## src/rtl/ahb_lite_to_tl_ul_bridge.sv

```systemverilog
// AHB-Lite slave to TileLink-UL master bridge: one TL Get/Put per AHB transfer, data phase stalled until D returns.
// Optional posted writes are enabled by defining AHB2TL_POSTED_WRITE_EN.
module ahb_lite_to_tl_ul_bridge #(
  parameter int unsigned          SRC_W  = 1,
  parameter logic [SRC_W-1:0]     SRC_ID = '0
) (
  input  logic              i_clock,
  input  logic              i_reset,
  input  logic              i_hsel,
  input  logic [1:0]        i_htrans,
  input  logic              i_hwrite,
  input  logic [2:0]        i_hsize,
  input  logic [2:0]        i_hburst,
  input  logic [31:0]       i_haddr,
  input  logic [31:0]       i_hwdata,
  input  logic              i_hready_in,
  output logic              o_hreadyout,
  output logic              o_hresp,
  output logic [31:0]       o_hrdata,
  output logic              o_a_valid,
  input  logic              i_a_ready,
  output logic [2:0]        o_a_opcode,
  output logic [2:0]        o_a_param,
  output logic [2:0]        o_a_size,
  output logic [SRC_W-1:0]  o_a_source,
  output logic [31:0]       o_a_address,
  output logic [3:0]        o_a_mask,
  output logic [31:0]       o_a_data,
  input  logic              i_d_valid,
  output logic              o_d_ready,
  input  logic [2:0]        i_d_opcode,
  input  logic              i_d_denied,
  input  logic              i_d_corrupt,
  input  logic [31:0]       i_d_data
);

  localparam logic [2:0] OP_GET       = 3'd4;
  localparam logic [2:0] OP_PUT_FULL  = 3'd0;
  localparam logic [2:0] D_ACK        = 3'd0;
  localparam logic [2:0] D_ACK_DATA   = 3'd1;

`ifdef AHB2TL_POSTED_WRITE_EN
  localparam bit POSTED = 1'b1;
`else
  localparam bit POSTED = 1'b0;
`endif

  typedef enum logic [2:0] {
    S_IDLE = 3'd0,
    S_REQ  = 3'd1,
    S_WAIT = 3'd2,
    S_RESP = 3'd3,
    S_ERR1 = 3'd4,
    S_ERR2 = 3'd5
  } state_t;

  state_t       r_state;
  state_t       w_state_nxt;
  logic         r_posted;
  logic         w_posted_nxt;
  logic         w_hrdata_load;

  logic         r_hreadyout;
  logic         r_hresp;
  logic [31:0]  r_hrdata;
  logic         r_a_valid;
  logic         r_d_ready;
  logic         w_hreadyout_nxt;
  logic         w_hresp_nxt;
  logic         w_a_valid_nxt;
  logic         w_d_ready_nxt;

  logic         r_wr;
  logic [2:0]   r_a_opcode;
  logic [2:0]   r_a_size;
  logic [31:0]  r_a_address;
  logic [3:0]   r_a_mask;

  logic         w_accept;
  logic         w_can_sample;
  logic         w_capture;
  logic         w_bad;
  logic [3:0]   w_mask;
  logic         w_a_fire;
  logic         w_d_fire;
  logic         w_d_err;
  logic         w_unused;

  assign w_unused = ^{i_hburst, i_htrans[0]};

  // Address phase is only sampled while the previous data phase is completing
  assign w_accept     = i_hsel & i_htrans[1] & i_hready_in;
  assign w_can_sample = (r_state == S_IDLE) | (r_state == S_RESP) | (r_state == S_ERR2);
  assign w_capture    = w_accept & w_can_sample;
  assign w_bad        = (i_hsize > 3'd2)
                      | ((i_hsize == 3'd1) & i_haddr[0])
                      | ((i_hsize == 3'd2) & (i_haddr[1:0] != 2'b00));

  assign w_a_fire = r_a_valid & i_a_ready;
  assign w_d_fire = r_d_ready & i_d_valid;
  assign w_d_err  = i_d_denied | i_d_corrupt | (i_d_opcode != (r_wr ? D_ACK : D_ACK_DATA));

  always_comb begin
    w_mask = 4'hF;
    case (i_hsize[1:0])
      2'd0:    w_mask = 4'b0001 << i_haddr[1:0];
      2'd1:    w_mask = 4'b0011 << {i_haddr[1], 1'b0};
      default: w_mask = 4'hF;
    endcase
  end

  // Next-state logic; output values are decoded from the next state and registered
  always_comb begin
    w_state_nxt   = r_state;
    w_posted_nxt  = r_posted;
    w_hrdata_load = 1'b0;

    case (r_state)
      S_IDLE, S_RESP, S_ERR2: begin
        if (w_capture) begin
          w_state_nxt = w_bad ? S_ERR1 : S_REQ;
        end else begin
          w_state_nxt = S_IDLE;
        end
      end
      S_REQ: begin
        if (w_a_fire) begin
          w_state_nxt = (POSTED && r_wr) ? S_RESP : S_WAIT;
        end
      end
      S_WAIT: begin
        if (w_d_fire) begin
          if (w_d_err) begin
            w_state_nxt = S_ERR1;
          end else begin
            w_state_nxt   = S_RESP;
            w_hrdata_load = ~r_wr;
          end
        end
      end
      S_ERR1:  w_state_nxt = S_ERR2;
      default: w_state_nxt = S_IDLE;
    endcase

    // A posted write's D beat is sunk whatever state the FSM is in
    if (POSTED) begin
      if (r_posted && w_d_fire) begin
        w_posted_nxt = 1'b0;
      end
      if ((r_state == S_REQ) && w_a_fire && r_wr) begin
        w_posted_nxt = 1'b1;
      end
    end

    w_hreadyout_nxt = ~((w_state_nxt == S_REQ) || (w_state_nxt == S_WAIT) || (w_state_nxt == S_ERR1));
    w_hresp_nxt     = (w_state_nxt == S_ERR1) || (w_state_nxt == S_ERR2);
    w_a_valid_nxt   = (w_state_nxt == S_REQ) && !w_posted_nxt;
    w_d_ready_nxt   = (w_state_nxt == S_IDLE) || (w_state_nxt == S_WAIT) || w_posted_nxt;
  end

  always_ff @(posedge i_clock) begin
    if (i_reset) begin
      r_state     <= S_IDLE;
      r_posted    <= 1'b0;
      r_hreadyout <= 1'b1;
      r_hresp     <= 1'b0;
      r_hrdata    <= 32'd0;
      r_a_valid   <= 1'b0;
      r_d_ready   <= 1'b0;
    end else begin
      r_state     <= w_state_nxt;
      r_posted    <= w_posted_nxt;
      r_hreadyout <= w_hreadyout_nxt;
      r_hresp     <= w_hresp_nxt;
      r_a_valid   <= w_a_valid_nxt;
      r_d_ready   <= w_d_ready_nxt;
      if (w_hrdata_load) begin
        r_hrdata <= i_d_data;
      end
    end
  end

  // A-channel fields only change when no request is pending
  always_ff @(posedge i_clock) begin
    if (i_reset) begin
      r_wr        <= 1'b0;
      r_a_opcode  <= OP_GET;
      r_a_size    <= 3'd0;
      r_a_address <= 32'd0;
      r_a_mask    <= 4'd0;
    end else if (w_capture) begin
      r_wr        <= i_hwrite;
      r_a_opcode  <= i_hwrite ? OP_PUT_FULL : OP_GET;
      r_a_size    <= i_hsize;
      r_a_address <= i_haddr;
      r_a_mask    <= w_mask;
    end
  end

  assign o_hreadyout = r_hreadyout;
  assign o_hresp     = r_hresp;
  assign o_hrdata    = r_hrdata;
  assign o_a_valid   = r_a_valid;
  assign o_a_opcode  = r_a_opcode;
  assign o_a_param   = 3'd0;
  assign o_a_size    = r_a_size;
  assign o_a_source  = SRC_ID;
  assign o_a_address = r_a_address;
  assign o_a_mask    = r_a_mask;
  assign o_a_data    = i_hwdata;
  assign o_d_ready   = r_d_ready;

endmodule

```

## config.mk

```make
export PLATFORM = sky130hd
export DESIGN_NAME = ahb_lite_to_tl_ul_bridge
export DESIGN_NICKNAME = d
export VERILOG_FILES = /design/src/rtl/ahb_lite_to_tl_ul_bridge.sv
export SDC_FILE = /design/constraint.sdc
export NUM_CORES = 1
export LEC_CHECK = 0
export BUFFER_PORTS_ARGS = -buffer_cell sky130_fd_sc_hd__buf_4
export CORE_MARGIN = 1.5
export CORE_UTILIZATION = 44
export CTS_CLUSTER_SIZE = 10
export DETAILED_ROUTE_END_ITERATION = 6
export PLACE_DENSITY = 0.89
export SETUP_SLACK_MARGIN = 0.4
export SYNTH_ARGS = -nofsm -noshare
export SYNTH_HDL_FRONTEND = slang
export SYNTH_SLANG_ARGS = --single-unit
export TNS_END_PERCENT = 30
```

## constraint.sdc

```tcl
create_clock -name i_clock -period 4.76 [get_ports i_clock]
set_clock_uncertainty 0.05 [all_clocks]
set_input_delay 0.952 -clock i_clock [delete_from_list [all_inputs] [get_ports i_clock]]
set_output_delay 0.952 -clock i_clock [all_outputs]
set_load 0.02 [all_outputs]
```

==> results by stage, run 1 <==
Outcome:
- The flow ran to the end, and the final reports show no timing, DRC or antenna violations.

CTS:
- The CTS tree is done.
- The H-tree was split into 3 levels.
- The count of hold-fix buffers inserted at cts is 0.
- CTS placed an instance of sky130_fd_sc_hd__clkbuf_8 at the clock tree root.
- The number of post-CTS setup repair buffers is 0.
- The number of sinks on the clock net is 80.
- The buffer levels on the longest clock path is 2.
- The number of CTS-inserted buffers is 9.
- Clock latency on the worst-skew pair, taken at its later pin, is around 0.33 ns.
- Post-CTS repair changed the size of 0 cells.
- The clock transition time at the flip-flop clock pins of the worst setup and hold paths is 0.08 ns.

Pwr:
- The leakage component of the power is 1.839 nW.
- The worst-case IR drop observed on VDD is between 150 and 200 uV.
- In this run the power density over the cells is 313.8 mW/mm^2.

Routing:
- The number of routed nets with antenna violations is 0.
- Detailed routing inserted a total of 2999 vias.
- The via count normalized by instance count is 4.869.
- The initial detailed-routing violation count is 105.
- The first TritonRoute pass finished after 4 iterations.
- The number of remaining DRC errors is 0.
- After detailed routing, the total wire length is 8061 um.
- The post-detailed-route wirelength per cell is 13.09 um.

Synth:
- The cell count after synthesis is 404.
- The count of unique library cells instantiated by Yosys is 35.
- The synthesized area divided by synthesized cell count is between 7 and 8 um^2.
- The post-synthesis register bit count is 80.
- The cell area that synthesis handed to floorplanning was 0.003219 mm^2.
- For this run, the register share of the synthesized area comes to between 40 and 50%.
- The count of yosys warnings during synthesis is 0.

Critical path:
- For this design, the slowest cell found on the critical path is sky130_fd_sc_hd__nor3b_4.
- In this run the critical register-to-register path is launched from r_state[0].
- The launching instance or port of the critical path is i_d_corrupt.
- The maximum fanout along the worst path is 32.
- The worst setup path is launched from a primary input.
- The endpoint kind of the worst setup timing path is a flop.
- For the worst setup path, the data required time is approximately 5.0 ns.
- The critical path goes through buf_4 > or4_4 > or2_4 > nor3b_4 > nand2_1 > a21oi_1.
- The arrival time of the worst setup path is between 3 and 4 ns.
- The type of the worst setup path is primary input to flop.
- The maximum single-stage delay on the critical path is 0.92 ns.

Die:
- The I/O pin total is between 200 and 250.
- The floorplan step set the die width to 88.54 um.
- The initialized floorplan defines 30 standard-cell rows.
- The floorplan step defined a core boundary enclosing 0.006944 mm^2.
- Measured along the y axis, the die boundary spans 88.54 um.
- The floorplan step defined a die boundary enclosing ~0.0078 mm^2.
- The starting density of the core is 46.36%.

Timing:
- After layout, the worst path uses a little over 60% of the clock period.
- For the pin with the worst max-slew slack, the measured transition is 1.216 ns.
- Measured against its own limit, the worst slew margin works out to a little under a fifth.
- The worst-case setup margin in the final layout is 1.833 ns.
- The time the final worst path needs with I/O delays and setup is 2.927 ns.
- The number of setup violations in the final report is 0.
- The worst hold slack is between 0.4 and 0.5 ns.
- The maximum clock frequency is about 340 MHz.
- Setup repair after global routing left no endpoint under its margin.
- The final max-slew violation count is 0.
- The number of hold violations in the final report is 0.
- The setup TNS after final layout is 0 ns.

Final layout:
- The utilization of the core after routing is 62.41%.
- The total inserted antenna cells is 0.
- The post-route netlist has 33.65% of its cells at a drive strength greater than 1.
- The area growth from synthesis to layout is 34.63%.
- The number of filler instances in the final layout is between 600 and 700.
- At the end of the flow, the number of nets in the layout was between 600 and 700.

Place:
- Detailed placement finished with a half-perimeter wire length of ~6000 um.
- The placement-stage worst setup slack is 1.493 ns.
- The final weighted congestion in routability-driven placement is 0.7800.
- Input and output buffers added on the ports amount to 155.

Global route:
- The first global-routing pass estimated 12410 um of wire.
- Entering global routing, the biggest net connects 81 pins.
- The overall track demand over capacity in global routing is 20.66%.
- The initial antenna violation count is 0.
- The number of global-route vias before repair was 2808.
- The final global-route overflow total is 0.

Run:
- The reported max-cap violation count is 0.

Min path:
- The tightest min-delay check is of the flop to flop type.
- The startpoint of the tightest hold check path is o_a_address[12].
-- routing by layer --
metal  part of all wire, %  vias to the layer above  track usage [%]
met5                     0                        -                0
met2                    50                      134            34.63
met3                   8.6                       28            8.022
met1                    39                     1354            21.80
li1                      -                     1483                -
met4                   2.8                        0            13.07
-- power breakdown --
group	switching [mW]	internal, mW
Combinational	0.0815	0.0810
Clock	0.230	0.270
Sequential	0.0107	0.687
Total	0.322	1.04
-- worst paths after layout --
check / to / slack [ns] / cells after the start
min reg2reg: o_a_address[12] / 0.41 / 2
max: o_hrdata[28] / 1.83 / 6
min: o_a_address[12] / 0.41 / 2
max reg2reg: o_hrdata[7] / 2.34 / 5
-- per-stage QoR --
step	total power [mW]	instances	cell area [um^2]
final	1.360	616	4334
after global routing	1.418	616	4334
after CTS	1.373	616	4334
after detailed placement	0.8764	600	4135
after global placement	0.8719	600	4135
after floorplan	0.8298	409	3238
-- worst max-delay path, delay by kind of cell --
kind,cells,cell delay (ns)
AOI/OAI and AO/OA,1,0.17
buffers and inverters,1,0.11
and+or+nand+nor,4,1.90
-- Yosys cell counts (all sizes together) --
| master | instances | area share [%] |
|---|---|---|
| or3 | 1 | 0.19 |
| a21oi | 74 | 12 |
| and3b | 1 | 0.27 |
| nor3b | 2 | 0.82 |
| a22oi | 1 | 0.23 |
| xnor2 | 2 | 0.54 |
| and2 | 1 | 0.19 |
| and3 | 1 | 0.19 |
| nor3 | 2 | 0.31 |
| or4 | 1 | 0.35 |
| nor2b | 4 | 0.78 |
| a211oi | 2 | 0.47 |
| mux2i | 1 | 0.31 |
| or2 | 1 | 0.27 |
| nor2 | 7 | 0.82 |
| o211ai | 1 | 0.23 |
| buf | 44 | 10 |
| nand2 | 140 | 16 |
| nand2b | 2 | 0.39 |
| a21o | 1 | 0.23 |
| clkbuf | 18 | 2.1 |
| nand3 | 2 | 0.31 |
| mux2 | 1 | 0.35 |
| nand3b | 1 | 0.23 |
| o21ai | 4 | 0.62 |
| a2bb2oi | 1 | 0.27 |
| a211o | 1 | 0.27 |
| dfxtp | 80 | 50 |
| nand4b | 1 | 0.27 |
| conb | 1 | 0.12 |
| a311oi | 2 | 0.54 |
| inv | 3 | 0.35 |
-- cells by family (layout without fill, tap and decap cells) --
kind of cell / count (synthesis) / after routing / synth area share (%)
AOI/OAI and AO/OA: 87 / 87 / 14.38
xor gates and xnor gates: 2 / 2 / 0.5442
buffers and inverters: 65 / 176 / 12.82
DFF: 80 / 80 / 49.75
muxes: 2 / 2 / 0.6607
other: 1 / 6 / 0.1165
and+or+nand+nor: 167 / 167 / 21.73
-- state kept, by name, indices dropped and copies added, names as in the netlist --
name / cells
o_d_ready: 1
r_wr: 1
o_a_size: 3
o_a_opcode: 1
r_state: 3
o_a_mask: 4
o_hrdata: 32
o_hreadyout: 1
o_a_valid: 1
o_hresp: 1
o_a_address: 32
-- cells in the final DEF (no fill, tap or decap), types with 2 or more instances in the layout --
cell type,Yosys,final
sky130_fd_sc_hd__clkbuf_8,0,11
sky130_fd_sc_hd__nor2b_1,4,4
sky130_fd_sc_hd__nor3_1,2,2
sky130_fd_sc_hd__nand2_1,140,140
sky130_fd_sc_hd__nand3_1,2,2
sky130_fd_sc_hd__a311oi_1,2,2
sky130_fd_sc_hd__clkinv_2,0,2
sky130_fd_sc_hd__nor2_1,7,7
sky130_fd_sc_hd__conb_1,1,6
sky130_fd_sc_hd__inv_1,3,3
sky130_fd_sc_hd__o21ai_0,4,4
sky130_fd_sc_hd__a211oi_1,2,2
sky130_fd_sc_hd__clkbuf_1,18,2
sky130_fd_sc_hd__xnor2_1,2,2
sky130_fd_sc_hd__a21oi_1,74,74
sky130_fd_sc_hd__buf_4,38,157
sky130_fd_sc_hd__nand2b_1,2,2
sky130_fd_sc_hd__dfxtp_1,80,80
-- final cells by class --
type	instances	area [um^2]	share of cell area (%)
clock buffers	13	158.9	3.666
clock inverters	3	40.04	0.9238
inverters	3	11.26	0.2598
multi-input cells	264	1224	28.23
flip-flops and latches	80	1602	36.95
well taps	96	120.1	2.771
repair buffers	157	1179	27.19
No activity file was read; power rests on OpenSTA's default activity.
==> run 2, diff against run 1 <==
--- a/config.mk
+++ b/config.mk
@@ -7,10 +7,10 @@
 export LEC_CHECK = 0
 export BUFFER_PORTS_ARGS = -buffer_cell sky130_fd_sc_hd__buf_4
 export CORE_MARGIN = 1.5
-export CORE_UTILIZATION = 44
+export CORE_UTILIZATION = 37
 export CTS_CLUSTER_SIZE = 10
 export DETAILED_ROUTE_END_ITERATION = 6
-export PLACE_DENSITY = 0.89
+export PLACE_DENSITY = 0.81
 export SETUP_SLACK_MARGIN = 0.4
 export SYNTH_ARGS = -nofsm -noshare
 export SYNTH_HDL_FRONTEND = slang
==> constraint.sdc (replaced) <==
create_clock -name i_clock -period 2.5 [get_ports i_clock]
set_clock_uncertainty 0.05 [all_clocks]
set_input_delay 0.5 -clock i_clock [delete_from_list [all_inputs] [get_ports i_clock]]
set_output_delay 0.5 -clock i_clock [all_outputs]
set_load 0.02 [all_outputs]
==> run 2 against run 1 <==
  * Global-route usage shrank 3.3 points
  * Critical path type is now flop to flop
  * Sequential cell count unchanged
  * Hold slack worse by 0.059 ns
  * Largest power group unchanged
  * Sequential share of layout area decreased by 0.75 points
  * Combinational power grew 91%
  * Clock power rose by 110%
  * Sequential power increased by 91%
  * Routed wire length rose by 1.7%
  * Via count down 0.90%
  * Non-clock buffer count grew 3
  * Total power up 99%
==> results by stage, run 2 (synthesis results as in run 1) <==
Final layout:
- The share of final-layout standard cells stronger than drive strength 1 is 34.42% (+0.76 points).
- The most common library cell in the layout ignoring fill and taps is sky130_fd_sc_hd__buf_4.
- The post-route cell area is 0.004424 mm^2 (+2.1%).
- The number of filler instances in the final layout is 792 (+30%).
- The total inserted antenna cells was 0 (unchanged).
- From synthesis to final layout, the design area changed by 37.43%.
- The net total in the final layout is 634 (+0.48%).
- The library cells used most frequently in the layout, excluding fill and tap cells, are sky130_fd_sc_hd__buf_4, sky130_fd_sc_hd__nand2_1, sky130_fd_sc_hd__dfxtp_1, sky130_fd_sc_hd__a21oi_1, sky130_fd_sc_hd__clkbuf_8.
- The final non-filler cell total is 628 (+1.9%).

Pwr:
- The leakage component of the power is 1.868 nW (+1.5%).
- The worst IR drop on VDD is 273.7 uV (+43%).
- The power per unit of standard cell area is 612.0 mW/mm^2 (+95%).

Critical path:
- The maximum single-stage delay on the critical path was 0.44 ns (-0.48 ns).
- Counting stages on the worst path, the most repeated cell is sky130_fd_sc_hd__nor2b_1.
- Among all stages on the critical path, the largest delay is contributed by sky130_fd_sc_hd__nand2_1.
- The maximum fanout along the worst path was 15 (-53%).
- Walking the worst path, the cells encountered are nor2b_1 > mux2_2 > nand2_1 > o21ai_0 > nor2b_1.
- The arrival time of the worst setup path is 2.05 ns (-1.09 ns).
- The number of cells traversed by the worst register-to-register path was 5 (unchanged).
- The worst flop-to-flop path endpoint is r_state[2].
- The register-to-register path setup slack came to 0.61 ns (-1.73 ns).
- The launching instance or port of the critical path is r_state[2].
- STA classifies the critical path endpoint as a flop.
- The worst flop-to-flop path startpoint is r_state[2].
- The data required time at the worst endpoint is 2.66 ns (-2.31 ns).
- The critical path ends at r_state[2].
- The critical path is of the flop to flop type.
- STA classifies the critical path startpoint as a flop.

Routing:
- The number of search-and-repair iterations in the first detailed-routing pass came to 4 (unchanged).
- The number of routed nets with antenna violations is 0 (unchanged).
- The number of remaining DRC errors came to 0 (unchanged).
- The final routed wirelength across all metal layers is 8197 um (+1.7%).
- The post-detailed-route wirelength per cell is 13.05 um (-0.26%).
- The via count normalized by instance count was 4.732 (-2.8%).
- The number of vias after detailed routing came to 2972 (-0.90%).
- The initial detailed-routing violation count is 56 (-47%).

Global route:
- The final global-route overflow total was 0 (unchanged).
- The number of global-route vias before repair was 2734 (-2.6%).
- The initial antenna violation count was 0 (unchanged).
- The maximum number of pins on one net before global-route repair was 55 (-32%).
- The global-route wire length before repair was 12380 um (-0.28%).
- The overall track demand over capacity in global routing is 17.38% (-3.3 points).

Place:
- The number of placed instances, taps included is 612 (+2.0%).
- The final weighted congestion in routability-driven placement is 0.7579 (-2.8%).
- The HPWL reported at the end of detailed placement is 6002 um (+2.3%).
- The placement-stage worst setup slack is 0.3159 ns (-1.177 ns).
- The count of buffers from port buffering was 155 (unchanged).
- The cell area after placement is 0.004194 mm^2 (+1.4%).

Die:
- The area of the core is 0.008341 mm^2 (+20%).
- The area of the die is 0.009270 mm^2 (+18%).
- The starting density of the core is 38.60% (-7.8 points).
- The cell row count is 33 (+10%).
- The chip width is 96.28 um (+8.7%).
- The die span in y is 96.28 um (+8.7%).
- The I/O pin total is 230 (unchanged).

Timing:
- The slew of the pin with the lowest slew margin was 0.5749 ns (-0.6412 ns).
- Setup repair after global routing left no endpoint under its margin.
- The number of setup violations in the final report is 0 (unchanged).
- The smallest clock period supported by the final layout is computed as approximately 1.9 ns.
- The number of hold violations in the final report came to 0 (unchanged).
- The relative slew slack is 61.58% (+43 points).
- The final max-slew violation count is 0 (unchanged).
- The setup TNS after final layout is 0 ns (unchanged).
- Based on the critical path, the design can be clocked at up to roughly 530 MHz.
- The final worst-path cycle share is 75.51%.
- The worst-case setup margin in the final layout is 0.6121 ns (-1.221 ns).

CTS:
- The count of hold-fix buffers inserted at cts is 0 (unchanged).
- The clock latency reported for the late side of the worst-skew pair is 0.34 ns (about the same).
- The number of post-CTS setup repair buffers is 0 (unchanged).
- TritonCTS built the clock tree.
- The buffer levels on the longest clock path was 2 (unchanged).
- The number of cells upsized or downsized after cts is 0 (unchanged).
- The number of sinks on the clock net is 80 (unchanged).
- The number of CTS-inserted buffers came to 9 (unchanged).
- The tree is rooted in a sky130_fd_sc_hd__clkbuf_8.
- The total number of H-tree levels is 3 (unchanged).
- The clock transition time at the flip-flop clock pins of the worst setup and hold paths is 0.09 ns (about the same).

Run:
- The reported max-cap violation count was 0 (unchanged).

Outcome:
- The flow ran to the end, and the final reports show no timing, DRC or antenna violations.

Min path:
- In this run the worst hold path is classified as primary input to flop.
run 2: worst min path at each step:
stage                         startpoint              end  slack (ns)  cells after the start
after floorplan                     r_wr             r_wr        0.45                      2
after CTS                    i_haddr[30]  o_a_address[30]        0.32                      3
after detailed placement  o_a_address[3]   o_a_address[3]        0.40                      2
final                        i_haddr[30]  o_a_address[30]        0.35                      3
after global placement      o_hrdata[21]     o_hrdata[21]        0.39                      2
after global routing         i_haddr[10]  o_a_address[10]        0.32                      3
run 2: critical path: cells and delay by family, from the launching register on:
family	cells	cell delay [ns]
and+or+nand+nor	3	0.72
muxes	1	0.29
DFF	1	0.42
AOI/OAI and AO/OA	1	0.27
run 2: metal layers:
layer | GRT usage, % | wire [um]
met4 | 8.701 | 195
met5 | 0 | 0
met3 | 7.030 | 829
met2 | 29.58 | 3909
met1 | 18.51 | 3262
run 2: power breakdown:
group	internal, mW	switching (mW)	leakage (nW)
clock network	0.593	0.475	0.109
registers	1.31	0.0203	0.648
logic	0.157	0.155	1.11
run 2: per-stage QoR:
step                      util, %  hold slack [ns]  total power, mW
final                       53.05           0.3473            2.708
after global routing        53.05           0.3247            2.836
after CTS                   53.05           0.3239            2.749
after detailed placement    50.29           0.3968            1.671
after global placement      50.29           0.3924            1.664
after floorplan                 -           0.4516            1.580
run 2: area by class of cell:
type	count	area (um^2)	share of cell area, %
Multi-Input combinational cell	264	1224	27.66
Timing Repair Buffer	160	1226	27.72
Sequential cell	80	1602	36.20
Tap cell	105	131.4	2.969
Clock buffer	10	137.6	3.111
Inverter	3	11.26	0.2545
Clock inverter	6	92.59	2.093
